<file path="src/rtl/branch_pkg.sv">
// branch_pkg: shared types for the fetch PC generator and branch metadata pipe.
// The select encoding is shared with the two-bit predictor.
package branch_pkg;

  typedef enum logic [1:0] {
    PCSEL_IF_PLUS4     = 2'b00,
    PCSEL_EXMEM_PLUS4  = 2'b01,
    PCSEL_BTB          = 2'b10,
    PCSEL_EXMEM_TARGET = 2'b11
  } pcsel_e;

  typedef struct packed {
    logic        valid;
    logic [31:0] pc;
    logic        btb_hit;
    logic        prediction;
  } br_meta_t;

  localparam logic [31:0] PC_INC  = 32'd4;
  localparam logic [31:0] CNT_MAX = 32'hFFFF_FFFF;

  function automatic logic [31:0] sat_inc(
    input logic [31:0] v,
    input logic        en
  );
    if (en && (v != CNT_MAX)) begin
      return v + 32'd1;
    end
    return v;
  endfunction

  function automatic logic [31:0] word_align(
    input logic [31:0] a
  );
    return a & ~32'h3;
  endfunction

endpackage

</file>
<file path="src/rtl/br_meta_stage.sv">
// br_meta_stage: one branch-metadata pipeline register.
// Flush beats hold; hold beats bubble.
module br_meta_stage
  import branch_pkg::*;
(
  input  logic     clk_i,
  input  logic     rst_i,
  input  logic     flush_i,
  input  logic     hold_i,
  input  logic     bubble_i,
  input  br_meta_t d_i,
  output br_meta_t q_o
);

  br_meta_t r_q;

  always_ff @(posedge clk_i or negedge rst_i) begin
    if (!rst_i) begin
      r_q <= '0;
    end else begin
      priority case (1'b1)
        flush_i:  r_q <= '0;
        hold_i:   r_q <= r_q;
        bubble_i: r_q <= '0;
        default:  r_q <= d_i;
      endcase
    end
  end

  assign q_o = r_q;

endmodule

</file>
<file path="src/rtl/branch_fetch_pipe.sv">
// branch_fetch_pipe: fetch PC register plus IF/ID, ID/EX, EX/MEM branch
// metadata, presented to the predictor as EXMEM_* commit signals.
module branch_fetch_pipe
  import branch_pkg::*;
#(
  parameter  int unsigned INDEX_WIDTH = 12,
  parameter  logic [31:0] RESET_PC    = 32'h0000_0000,
  localparam int unsigned TAG_W       = 32 - INDEX_WIDTH - 2
) (
  input  logic                   clk_i,
  input  logic                   rst_i,
  input  logic                   stall_i,
  input  logic [1:0]             IF_PCnext_sel_i,
  input  logic                   IF_flush_i,
  input  logic [31:0]            IF_btb_rd_target_i,
  input  logic                   IF_btb_hit_i,
  input  logic                   IF_prediction_i,
  input  logic                   EX_is_jmp_i,
  input  logic                   EX_br_taken_i,
  input  logic [31:0]            EX_br_target_i,
  output logic [31:0]            IF_pc_o,
  output logic [TAG_W-1:0]       IF_PC_tag_o,
  output logic [INDEX_WIDTH-1:0] IF_btb_rd_index_o,
  output logic [31:0]            EXMEM_pc_o,
  output logic [INDEX_WIDTH-1:0] EXMEM_btb_wr_index_o,
  output logic [TAG_W-1:0]       EXMEM_btb_wr_tag_o,
  output logic [31:0]            EXMEM_btb_wr_target_o,
  output logic                   EXMEM_btb_hit_o,
  output logic                   EXMEM_prediction_o,
  output logic                   EXMEM_br_decision_o,
  output logic                   EXMEM_is_jmp_o,
  output logic [31:0]            br_count_o,
  output logic [31:0]            mispredict_count_o
);

  logic [31:0] r_pc;
  logic [31:0] w_pc_raw;
  logic [31:0] w_next_pc;
  pcsel_e      w_sel;

  br_meta_t    w_if_meta;
  br_meta_t    w_ifid;
  br_meta_t    w_idex;

  br_meta_t    r_mem;
  logic        r_mem_jmp;
  logic        r_mem_tk;
  logic [31:0] r_mem_tgt;

  logic [31:0] r_br_cnt;
  logic [31:0] r_mis_cnt;
  logic        w_commit;
  logic        w_mispredict;

  assign w_sel = pcsel_e'(IF_PCnext_sel_i);

  always_comb begin
    w_pc_raw = r_pc + PC_INC;
    unique case (w_sel)
      PCSEL_IF_PLUS4:     w_pc_raw = r_pc + PC_INC;
      PCSEL_EXMEM_PLUS4:  w_pc_raw = r_mem.pc + PC_INC;
      PCSEL_BTB:          w_pc_raw = IF_btb_rd_target_i;
      PCSEL_EXMEM_TARGET: w_pc_raw = r_mem_tgt;
      default:            w_pc_raw = r_pc + PC_INC;
    endcase
  end

  assign w_next_pc = word_align(w_pc_raw);

  // A flush redirects fetch even while a hazard stall is pending.
  always_ff @(posedge clk_i or negedge rst_i) begin
    if (!rst_i) begin
      r_pc <= word_align(RESET_PC);
    end else if (IF_flush_i || !stall_i) begin
      r_pc <= w_next_pc;
    end
  end

  always_comb begin
    w_if_meta            = '0;
    w_if_meta.valid      = 1'b1;
    w_if_meta.pc         = r_pc;
    w_if_meta.btb_hit    = IF_btb_hit_i;
    w_if_meta.prediction = IF_prediction_i;
  end

  br_meta_stage u_ifid (
    .clk_i    (clk_i),
    .rst_i    (rst_i),
    .flush_i  (IF_flush_i),
    .hold_i   (stall_i),
    .bubble_i (1'b0),
    .d_i      (w_if_meta),
    .q_o      (w_ifid)
  );

  br_meta_stage u_idex (
    .clk_i    (clk_i),
    .rst_i    (rst_i),
    .flush_i  (IF_flush_i),
    .hold_i   (stall_i),
    .bubble_i (1'b0),
    .d_i      (w_ifid),
    .q_o      (w_idex)
  );

  // EX/MEM never holds: a stall drains the branch in MEM and inserts a bubble.
  always_ff @(posedge clk_i or negedge rst_i) begin
    if (!rst_i) begin
      r_mem     <= '0;
      r_mem_jmp <= 1'b0;
      r_mem_tk  <= 1'b0;
      r_mem_tgt <= '0;
    end else if (IF_flush_i || stall_i) begin
      r_mem     <= '0;
      r_mem_jmp <= 1'b0;
      r_mem_tk  <= 1'b0;
      r_mem_tgt <= '0;
    end else begin
      r_mem     <= w_idex;
      r_mem_jmp <= EX_is_jmp_i;
      r_mem_tk  <= EX_br_taken_i;
      r_mem_tgt <= EX_br_target_i;
    end
  end

  assign w_commit     = r_mem.valid & r_mem_jmp;
  assign w_mispredict = w_commit & (r_mem.prediction != r_mem_tk);

  always_ff @(posedge clk_i or negedge rst_i) begin
    if (!rst_i) begin
      r_br_cnt  <= '0;
      r_mis_cnt <= '0;
    end else begin
      r_br_cnt  <= sat_inc(r_br_cnt, w_commit);
      r_mis_cnt <= sat_inc(r_mis_cnt, w_mispredict);
    end
  end

  assign IF_pc_o           = r_pc;
  assign IF_PC_tag_o       = r_pc[31:INDEX_WIDTH+2];
  assign IF_btb_rd_index_o = r_pc[INDEX_WIDTH+1:2];

  assign EXMEM_pc_o            = r_mem.pc;
  assign EXMEM_btb_wr_index_o  = r_mem.pc[INDEX_WIDTH+1:2];
  assign EXMEM_btb_wr_tag_o    = r_mem.pc[31:INDEX_WIDTH+2];
  assign EXMEM_btb_wr_target_o = r_mem_tgt;
  assign EXMEM_btb_hit_o       = r_mem.btb_hit;
  assign EXMEM_prediction_o    = r_mem.prediction;
  assign EXMEM_is_jmp_o        = w_commit;
  assign EXMEM_br_decision_o   = r_mem.valid & r_mem_tk;

  assign br_count_o         = r_br_cnt;
  assign mispredict_count_o = r_mis_cnt;

  a_pc_aligned: assert property (
    @(posedge clk_i) disable iff (!rst_i) r_pc[1:0] == 2'b00
  );

  a_mis_implies_br: assert property (
    @(posedge clk_i) disable iff (!rst_i) w_mispredict |-> w_commit
  );

endmodule

</file>
<file path="config.mk">
export PLATFORM = sky130hd
export DESIGN_NAME = branch_fetch_pipe
export DESIGN_NICKNAME = d
export VERILOG_FILES = /design/src/rtl/branch_pkg.sv /design/src/rtl/br_meta_stage.sv /design/src/rtl/branch_fetch_pipe.sv
export SDC_FILE = /design/constraint.sdc
export NUM_CORES = 1
export LEC_CHECK = 0
export ABC_AREA = 1
export BUFFER_PORTS_ARGS = -buffer_cell sky130_fd_sc_hd__buf_2
export CORE_AREA = 2 2 158 160
export DETAILED_ROUTE_END_ITERATION = 12
export DIE_AREA = 0 0 160 162
export GPL_TIMING_DRIVEN = 0
export PLACE_DENSITY = 0.82
export SLEW_MARGIN = 20
export SYNTH_ARGS = -nofsm -noshare
export SYNTH_HDL_FRONTEND = slang
export SYNTH_SLANG_ARGS = --single-unit
</file>
<file path="constraint.sdc">
create_clock -name clk_i -period 2.07 [get_ports clk_i]
set_input_delay 0.207 -clock clk_i [delete_from_list [all_inputs] [get_ports clk_i]]
set_output_delay 0.207 -clock clk_i [all_outputs]
set_load 0.1 [all_outputs]
</file>
==> flow_summary.ini <==
[run_status]
status = complete, no violations

[layout]
drive_above_1_share_pct = 30.6
syn_to_final_growth_pct = 29.3
n_antenna_cell = 0
final_cells = 2178
final_nets = 1913
utilization_pct = 63.8

[power_and_ir_drop]
pwr-share-comb_pct = 23.8
peakVddDrop_mv = 0.736
swShare_pct = 35.0
p_seq_share_pct = 39.0
total_power_uw = 12300
power.density_mw_per_mm2 = 803
p_leak_uw = 0.00797
p_int_uw = 8020
power_switching_uw = 4310
power_frac_clock_pct = 37.2

[yosys]
yosysTopAreaCell = dfrtp_1
syn_inst = 1465
ys_ff_latch = 227
yosys-top-cells-area = dfrtp_1, nand2_1, inv_1
synth-seq-area-share_pct = 47.8
yosysWarnings = 0
synth_cell_types = 40
synth_area_per_cell_um2 = 8.12
synth_area_mm2 = 0.0119
synth_top_area_share_pct = 47.8

[clock_tree]
clock_path_buffers = 3
cts_max_level = 1
numCtsBuffers = 25
numClockSinks = 227
clk_pin_slew_ns = 0.06
cts_tree = yes
cts-root-buf = clkbuf_16
clkLatencyLatePin_ns = 0.53

[drt]
drt-total-wl_mm = 36.0
drc_errors = 0
antenna_left = 0
first_pass_iters = 6
viasPerCell = 5.17
post_drt_wl_per_cell_um = 16.5
vias = 11300
drt_iter0_drc = 947

[setup_path]
slowest_delay_ns = 0.45
start_kind = flop
slowest_stage = dfrtp_4
cp_cell_sequence = ha_4 -> nand3_1 -> nor2_2 -> nand2_1 -> nor2_2 -> nand2_1 -> nand2_4 -> buf_4 -> nor2_1 -> xor2_1
arrival_ns = 2.37
crit_fanout = 10
end_kind = flop
required_ns = 2.47
crit_type = reg -> reg

[placed_design]
place_congestion = 0.947
port_buffers = 291
hpwl_mm = 26.3
place_inst = 2085

[global_route]
antenna_found_initial = 0
grt.total_usage_pct = 27.2
grt_pass1_wl_mm = 56.6
grt-ovfl-total = 0
grt_start_max_net_pins = 87
grt_pass1_vias = 11000

[timing]
max_freq_ghz = 0.508
post-route-period-util_pct = 95.1
hold_viol = 0
setup_viol = 0
setup_tns_ns = 0
fin_hold_ws_ns = 0.0217
drv_slew = 0
rsz0062_at_grt = yes
tightest_slew_ns = 0.797
fin_crit_ns = 1.97
skew_ns = 0.0259
relSlewSlack_pct = 46.9

[die]
fp.dieW_um = 160
initial_core_util_pct = 49.3
core_mm2 = 0.0241
die_area_mm2 = 0.0259
io_pins = 298
row_count = 57
die_h_um = 162

[min_path]
hold_class = in -> reg

[job]
cap_violations = 0
==> final timing paths <==
kind                                         from                endpoint  slack (ns)  depth (start not counted)
setup / recovery                    br_count_o[0]          br_count_o[12]        0.10                         10
hold / removal             IF_btb_rd_target_i[21]             IF_pc_o[21]        0.02                          3
setup reg to reg                    br_count_o[0]          br_count_o[12]        0.10                         10
hold reg to reg                    u_idex.q_o[25]          EXMEM_pc_o[23]        0.48                          2
max in group asynchronous                   rst_i          u_ifid.q_o[19]        1.02                          3
min in group asynchronous                   rst_i  mispredict_count_o[18]        0.21                          2
==> worst max-delay path: cells and delay by family (launching register included) <==
family	cells	cell delay, ns
xor+xnor	1	0.14
flops	1	0.45
fa+ha+maj	1	0.17
buf+inv	1	0.22
simple gates	7	0.89
==> metrics by stage <==
step / area [um2] / setup slack, ns
finish: 15400 / 0.102
global route: 15400 / -0.0268
CTS: 15300 / -0.00590
detailed placement: 14000 / -0.116
global placement: 13900 / -3.78
floorplan: 12000 / 0.000876
==> sequential cells by signal (all words and copies together) (netlist names) <==
name,count
u_idex.q_o,33
u_ifid.q_o,33
EXMEM_pc_o,30
r_mem,1
EXMEM_btb_hit_o,1
r_mem_tk,1
br_count_o,32
IF_pc_o,30
mispredict_count_o,32
EXMEM_btb_wr_target_o,32
r_mem_jmp,1
EXMEM_prediction_o,1
==> synthesized netlist by cell type (all sizes together) <==
cell	number
clkbuf	31
ha	3
xor2	46
clkinv	1
nand3b	3
dfrtp	227
nand4	17
nand3	86
nor4	5
a41oi	4
o21bai	8
nor3b	1
o22ai	65
conb	1
nor2	188
nand2	327
o211ai	2
a221oi	25
xnor2	13
or2	1
a22oi	11
buf	115
a31oi	1
a21oi	18
o21ai	18
inv	210
nor3	37
and2	1
==> kinds of logic (layout without fill, tap and decap cells) <==
kind of cell / after synthesis / count (layout) / synth area share, %
AO/OA/AOI/OAI: 152 / 152 / 8.45
XOR/XNOR: 59 / 59 / 4.35
adder cells (fa/ha/maj): 3 / 3 / 0.316
buffers and inverters: 357 / 743 / 14.8
flip-flops: 227 / 227 / 47.8
other: 1 / 4 / 0.0315
AND/OR/NAND/NOR: 666 / 666 / 24.3
==> metal layers <==
metal | global-route usage [%] | up-vias | wire length (um)
met3 | 4.16 | 71 | 2660
met5 | 0 | - | 0
met4 | 8.11 | 0 | 924
li1 | - | 5329 | -
met2 | 48.0 | 526 | 17900
met1 | 34.9 | 5342 | 14500
==> cell usage in the layout (no fill, tap or decap), types with 8 or more instances in the layout <==
cell type      netlist  final
clkbuf_1            31     31
buf_2               11    300
nor3_1              35     33
nand4_1             17     17
o22ai_1             65     65
a22oi_1             11     11
a221oi_1            25     25
xnor2_1             13     13
dfrtp_1            227    169
buf_4               95    102
dfrtp_2              0     48
nor2_2               8      8
xor2_1              46     46
a21oi_1             18     17
o21ai_0             12     11
clkbuf_16            0     25
nor2_4               8     11
dlygate4sd3_1        0     44
inv_1              206    206
nand2_2             16     16
dfrtp_4              0     10
nor2_1             172    169
nand2_1            308    306
o21bai_1             8      8
nand3_1             85     84
==> repair_timing <==
action,4_1_cts,5_1_grt
resized for setup,5,16
buffers inserted,0,5
hold buffers,44,0
endpoints found under the setup margin,33,48
pin swaps,0,6
gates cloned,0,0
hold endpoints to repair,99,0
==> cell type report <==
type                            instances  area (um2)
Sequential cell                       227        5780
Fill cell                            2054        8740
Clock buffer                           32         702
Clock inverter                         13         151
Multi-Input combinational cell        884        4570
Timing Repair Buffer                  342        2000
Buffer                                145         970
Tap cell                              324         405
Inverter                              211         792
==> power groups by stage <==
stage | sequential (uW) | combinational, uW | clock (uW)
2_1_floorplan | 5620 | 1470 | 0
3_3_place_gp | 4880 | 2790 | 0
3_5_place_dp | 4880 | 2830 | 0
4_1_cts | 4800 | 2910 | 4650
5_1_grt | 4820 | 3080 | 4850
6_report | 4810 | 2940 | 4590
(Power assumes the default switching activity.)
